[src/rtl/pc_pkg.sv]
// Shared types and constants for the fetch-stage PC sequencer.
package pc_pkg;

    // Width of the saturating taken-jump counter.
    localparam int TAKEN_W = 16;

    // Power-on contents of branch-target table entries 0..7 (12-bit two's complement).
    localparam logic signed [11:0] PC_DEFAULT_TABLE [8] = '{
        12'sd1, -12'sd1, 12'sd24, -12'sd28, 12'sd124, -12'sd128, 12'sd149, -12'sd157
    };

    typedef enum logic {
        RUN    = 1'b0,
        HALTED = 1'b1
    } pc_state_e;

    // Sign-extended default for table entry i; entries past the hardwired set reset to 0.
    function automatic logic signed [63:0] pc_default(input int i);
        if (i >= 0 && i < 8) begin
            return 64'(PC_DEFAULT_TABLE[i[2:0]]);
        end
        return '0;
    endfunction

endpackage

[src/rtl/pc_target_table.sv]
// N x D branch-target register file: one write port, one combinational read port.
// Out-of-range indices (N not a power of two) read as 0 and drop writes.
module pc_target_table
    import pc_pkg::*;
#(
    parameter int D  = 12,
    parameter int N  = 8,
    parameter int IW = (N > 1) ? $clog2(N) : 1
) (
    input  logic          clk,
    input  logic          rst_n,
    input  logic          wr_en,
    input  logic [IW-1:0] wr_idx,
    input  logic [D-1:0]  wr_data,
    input  logic [IW-1:0] rd_idx,
    output logic [D-1:0]  rd_data
);

    logic [D-1:0] regs [N];

    // Reset loads the defaults; otherwise accept in-range writes on the edge.
    always_ff @(posedge clk) begin
        if (!rst_n) begin
            for (int i = 0; i < N; i++) begin
                regs[i] <= D'(pc_default(i));
            end
        end else if (wr_en && (32'(wr_idx) < N)) begin
            regs[wr_idx] <= wr_data;
        end
    end

    // Read path sees the stored value, so a same-edge write is not forwarded.
    assign rd_data = (32'(rd_idx) < N) ? regs[rd_idx] : '0;

endmodule

[src/rtl/pc_sequencer.sv]
// Fetch-stage program counter: increment, stall, relative/absolute jumps through
// a writable target table, sticky halt, and a saturating taken-jump counter.
module pc_sequencer
    import pc_pkg::*;
#(
    parameter int           D     = 12,
    parameter int           N     = 8,
    parameter logic [D-1:0] START = '0,
    parameter int           IW    = (N > 1) ? $clog2(N) : 1
) (
    input  logic               Clk,
    input  logic               Reset_n,
    input  logic               Stall,
    input  logic               Halt,
    input  logic               Jump_rel,
    input  logic               Jump_abs,
    input  logic [IW-1:0]      How_high,
    input  logic               Wr_en,
    input  logic [IW-1:0]      Wr_idx,
    input  logic [D-1:0]       Wr_data,
    output logic [D-1:0]       PC,
    output logic [D-1:0]       Target,
    output logic               Done,
    output logic [TAKEN_W-1:0] Taken_cnt
);

    pc_state_e          state;
    logic [D-1:0]       pc_q;
    logic               done_q;
    logic [TAKEN_W-1:0] taken_q;
    logic [D-1:0]       tgt;

    pc_target_table #(
        .D  (D),
        .N  (N),
        .IW (IW)
    ) u_table (
        .clk     (Clk),
        .rst_n   (Reset_n),
        .wr_en   (Wr_en),
        .wr_idx  (Wr_idx),
        .wr_data (Wr_data),
        .rd_idx  (How_high),
        .rd_data (tgt)
    );

    // RUN/HALTED control with next-PC priority Halt > Stall > Jump_abs > Jump_rel > +1.
    always_ff @(posedge Clk) begin
        if (!Reset_n) begin
            state   <= RUN;
            pc_q    <= START;
            done_q  <= 1'b0;
            taken_q <= '0;
        end else begin
            case (state)
                RUN: begin
                    if (Halt) begin
                        state  <= HALTED;
                        done_q <= 1'b1;
                    end else if (!Stall) begin
                        if (Jump_abs) begin
                            pc_q <= tgt;
                        end else if (Jump_rel) begin
                            pc_q <= pc_q + tgt;
                        end else begin
                            pc_q <= pc_q + D'(1);
                        end
                        // One count per applied jump, even when both jump requests are high.
                        if ((Jump_abs || Jump_rel) && (taken_q != '1)) begin
                            taken_q <= taken_q + TAKEN_W'(1);
                        end
                    end
                end
                default: begin
                    done_q <= 1'b1;
                end
            endcase
        end
    end

    assign PC        = pc_q;
    assign Done      = done_q;
    assign Taken_cnt = taken_q;
    assign Target    = tgt;

endmodule

[config.mk]
export PLATFORM = sky130hd
export DESIGN_NAME = pc_sequencer
export DESIGN_NICKNAME = d
export VERILOG_FILES = /design/src/rtl/pc_pkg.sv /design/src/rtl/pc_target_table.sv /design/src/rtl/pc_sequencer.sv
export SDC_FILE = /design/constraint.sdc
export NUM_CORES = 1
export LEC_CHECK = 0
export BUFFER_PORTS_ARGS = -buffer_cell sky130_fd_sc_hd__buf_2
export CAP_MARGIN = 20
export CORE_MARGIN = 4
export CORE_UTILIZATION = 25
export CTS_CLUSTER_SIZE = 24
export DETAILED_ROUTE_END_ITERATION = 6
export GPL_TIMING_DRIVEN = 0
export HOLD_SLACK_MARGIN = 0.15
export REMOVE_ABC_BUFFERS = 1
export SLEW_MARGIN = 40
export SYNTH_ARGS = -nofsm -noshare
export SYNTH_HDL_FRONTEND = slang
export SYNTH_SLANG_ARGS = --single-unit
[constraint.sdc]
create_clock -name Clk -period 3.9 [get_ports Clk]
set_input_delay 0 -clock Clk [delete_from_list [all_inputs] [get_ports Clk]]
set_output_delay 0 -clock Clk [all_outputs]
set_load 0.005 [all_outputs]
==> results.md <==
- Total Negative Setup Slacks: 0 ns
- Drt initial violations: around 280
- Number of synthesized register bits: ~130
- Ratio of total power to cell area: approximately 450 nW/um2
- Count of port buffers added during placement: 65
- HPWL after detailed placement: 10690 um
- Layout overhead on the synthesized area: 23.76%
- Max rail drop VDD: approximately 0.28 mV
- Cell seen most often among critical-path stages: sky130_fd_sc_hd__o211a_1
- Commonest register cell after synthesis: sky130_fd_sc_hd__edfxtp_1
- Routability-driven placement congestion ratio: 0.7443
- Router iterations before antenna repair: 4
- Average routed wire per standard cell: around 17 um
- Slew headroom: 0.4519
- Reg-to-Reg Start: u_table.regs[5][0]
- Max Freq: between 300 and 400 MHz
- Critical Path Fanout Max: 3
- Post-CTS resize count: 0
- Final core utilization: 0.3139
- Part of the cycle the worst path needs: 0.7984
- Unrepaired setup endpoints after global routing: no
- Max-cap violations: 0
- Total count of hold-check failures in the final report: 0
- CP required: between 4 and 5 ns
- Post-synthesis instance area: roughly 6400 um2
- Cells along the critical path: mux4_2, mux2i_1, nand2_1, ha_1, inv_1, fa_1, nor2b_1, o21a_1, o211a_1, o31a_1, o311ai_1, o211a_1
- Share of post-route cells with drive strength above 1: 0.2504
- Final critical delay including setup and external delays: just over 3 ns
- Share of async-settable or async-resettable flops after synthesis: 0
- Via count: about 4300
- Number of setup violations in the final report: 0
- Reg2Reg Setup Slack: approximately 0.8 ns
- Proportion of synthesized chip area in sequential cells: 0.5453
- Clock edge transition at the registers on the reported setup and hold paths: about 0.07 ns
- Clock tree from TritonCTS: built
- Initial core utilization: 0.2537
- Top delay family on crit path: compound AO/OA/AOI/OAI gates
- Die Outline Area: around 28000 um2
- Number of DRC violations after detailed routing: 0
- Critical Path Start Type: flop
- Overall overflow remaining after global route: 0
- Initial antenna violation count: 0
- Diodes inserted: 0
- Number of core rows: 58
- Wire length of the first global-routing pass: about 25000 um
- Number of global-route vias before repair: ~4200
- Capturing point of the worst reg2reg path: PC[6]
- Final slew viol count: 0
- Number of buffers added by the clock tree synthesis step: 17
- Syn Area/Cell: 12.40 um2
- Core region area: about 25000 um2
- Number of enable flip-flop cells after synthesis: 96
- Startpoint of the worst setup timing path: u_table.regs[5][0]
- Number of cells traversed by the worst register-to-register path: 12
- Num ports: 66
- Layout net count: approximately 640
- Largest net degree at the start of global routing: 44
- Combined buffer and inverter count along the critical path: 1
- Total Routing Usage GR: 0.1160
- # clock sinks: 126
- Leak pwr: a little under 0.003 uW
- Count of synthesis-stage warnings from yosys: 0
- Aggregate routed wire length: 16160 um
- Hold_sp: Jump_abs
- Worst Path Arrival: approximately 3.5 ns
- Die span in x: between 150 and 200 um
- Setup Crit Path Kind: reg2reg
- Worst-case hold path end point: PC[7]
- Transition time at the pin with the least slew margin: a little over 0.8 ns
- Crit. End Element: flop
- CTS max path bufs: 2
- Number of antenna-violating nets in the routed design: 0
- Clock root buffer: sky130_fd_sc_hd__clkbuf_16
- Worst skew pair latency: 0.43 ns
- Die boundary height: between 150 and 200 um
- Number of H-tree levels: 4
- Largest stage delay, worst path: about 0.49 ns
- Synth Instances: a little over 500
- Distinct cell type count of the synthesized netlist: 52
- Cell with the largest stage delay on the worst path: sky130_fd_sc_hd__mux4_2
- Run status: complete, no violations
- Kind of path behind the tightest hold check: in2reg
- Largest clock skew in the final design: about 0.023 ns
- Via density per instance: around 4.5
- Min-Delay Path Depth: 3
[cell families (layout without fill, tap and decap cells)]
logic type	Yosys count	after routing	share of synthesized area
flip-flops	126	126	0.5453
XOR/XNOR	14	14	0.01920
buffers and inverters	33	129	0.02488
multiplexers	37	37	0.1068
AO/OA/AOI/OAI	74	74	0.07934
adder cells (fa/ha/maj)	13	13	0.02664
AND/OR/NAND/NOR	218	218	0.1978
[metal layers]
layer | vias to the layer above | part of all wire | wire length (um) | GRT usage
li1 | 2103 | - | - | -
met1 | 2070 | 0.47 | 7567 | 0.1641
met2 | 86 | 0.47 | 7667 | 0.1833
met3 | 8 | 0.052 | 842 | 0.02536
met4 | 0 | 0.0053 | 85 | 0.02646
met5 | - | 0 | 0 | 0
[tightest hold or removal path: stages]
cell and delay [ns]:
sky130_fd_sc_hd__buf_2 0.28, sky130_fd_sc_hd__a21oi_1 0.19, sky130_fd_sc_hd__a21oi_1 0.07
[placed cells by master, fill, tap and decap left out, drive strengths merged, types with 6 or more instances in the layout]
cell         netlist  final
dfxtp             30     30
o21ai             22     22
clkbuf            18     17
dlygate4sd3        0     18
or3               40     40
inv                7     15
xnor2             11     11
mux4              24     24
nor3               7      7
nand2             27     27
clkinv             0      6
edfxtp            96     96
o211a              6      6
ha                12     12
or2               13     13
nor2b              8      8
nand3              9      9
a21oi             18     18
and2              74     74
mux2               9      9
nor2              19     19
buf                8     72
[layout make-up]
type	count	area, um2
clock inverters	15	190.2
repair buffers	90	579.3
inverters	7	26.28
well taps	330	412.9
fillers	2557	17280
clock buffers	17	425.4
flip-flops and latches	126	3483
multi-input cells	356	2788
[how the worst max path moves through the flow]
stage	to	slack [ns]	cells past startpoint
4_1_cts	u_table.regs[0][7]	0.51	6
3_3_place_gp	u_table.regs[3][2]	-0.22	3
5_1_grt	PC[6]	0.56	12
2_1_floorplan	PC[6]	1.12	10
3_5_place_dp	PC[6]	0.58	13
6_report	PC[6]	0.79	12
[flip-flops by register name, summed over array words and instances (netlist names)]
register / cells
Done: 1
PC: 12
Taken_cnt: 16
state: 1
u_table.regs: 96
[metrics by stage]
| stage | hold WS (ns) | instance area [um2] | worst slack [ns] | power, uW | cells |
|---|---|---|---|---|---|
| floorplan | 0.1178 | 6255 | 1.115 | 1766 | 489 |
| global placement | 0.2838 | 6993 | -0.2194 | 1923 | 884 |
| detailed placement | 0.2892 | 7096 | 0.5800 | 1940 | 890 |
| CTS | 0.1704 | 7891 | 0.5057 | 3582 | 940 |
| global route | 0.2201 | 7905 | 0.5634 | 3700 | 941 |
| finish | 0.1863 | 7905 | 0.7862 | 3528 | 941 |
[power by group]
part           switching [uW]  internal (uW)  total [uW]
clock                     735            874        1610
sequential               24.4           1520        1540
combinational             215            164         379
total                     975           2550        3530
[Yosys cell counts, drive strengths merged, types with 6 or more instances]
cell / count / area (um2)
edfxtp: 96 / 2883
and2: 74 / 462.9
or3: 40 / 250.2
dfxtp: 30 / 600.6
nand2: 27 / 101.4
mux4: 24 / 540.5
o21ai: 22 / 113.9
nor2: 19 / 73.82
a21oi: 18 / 93.84
clkbuf: 18 / 67.56
or2: 13 / 81.33
ha: 12 / 150.1
xnor2: 11 / 96.34
mux2: 9 / 101.4
nand3: 9 / 50.05
buf: 8 / 65.06
nor2b: 8 / 50.05
inv: 7 / 26.28
nor3: 7 / 46.30
o211a: 6 / 60.06
[timing repair]
action	4_1_cts	5_1_grt
setup buffers	0	0
setup endpoints to repair	0	0
hold buffers	18	0
hold endpoints to repair	126	0
Power figures use the tool's default switching activity.
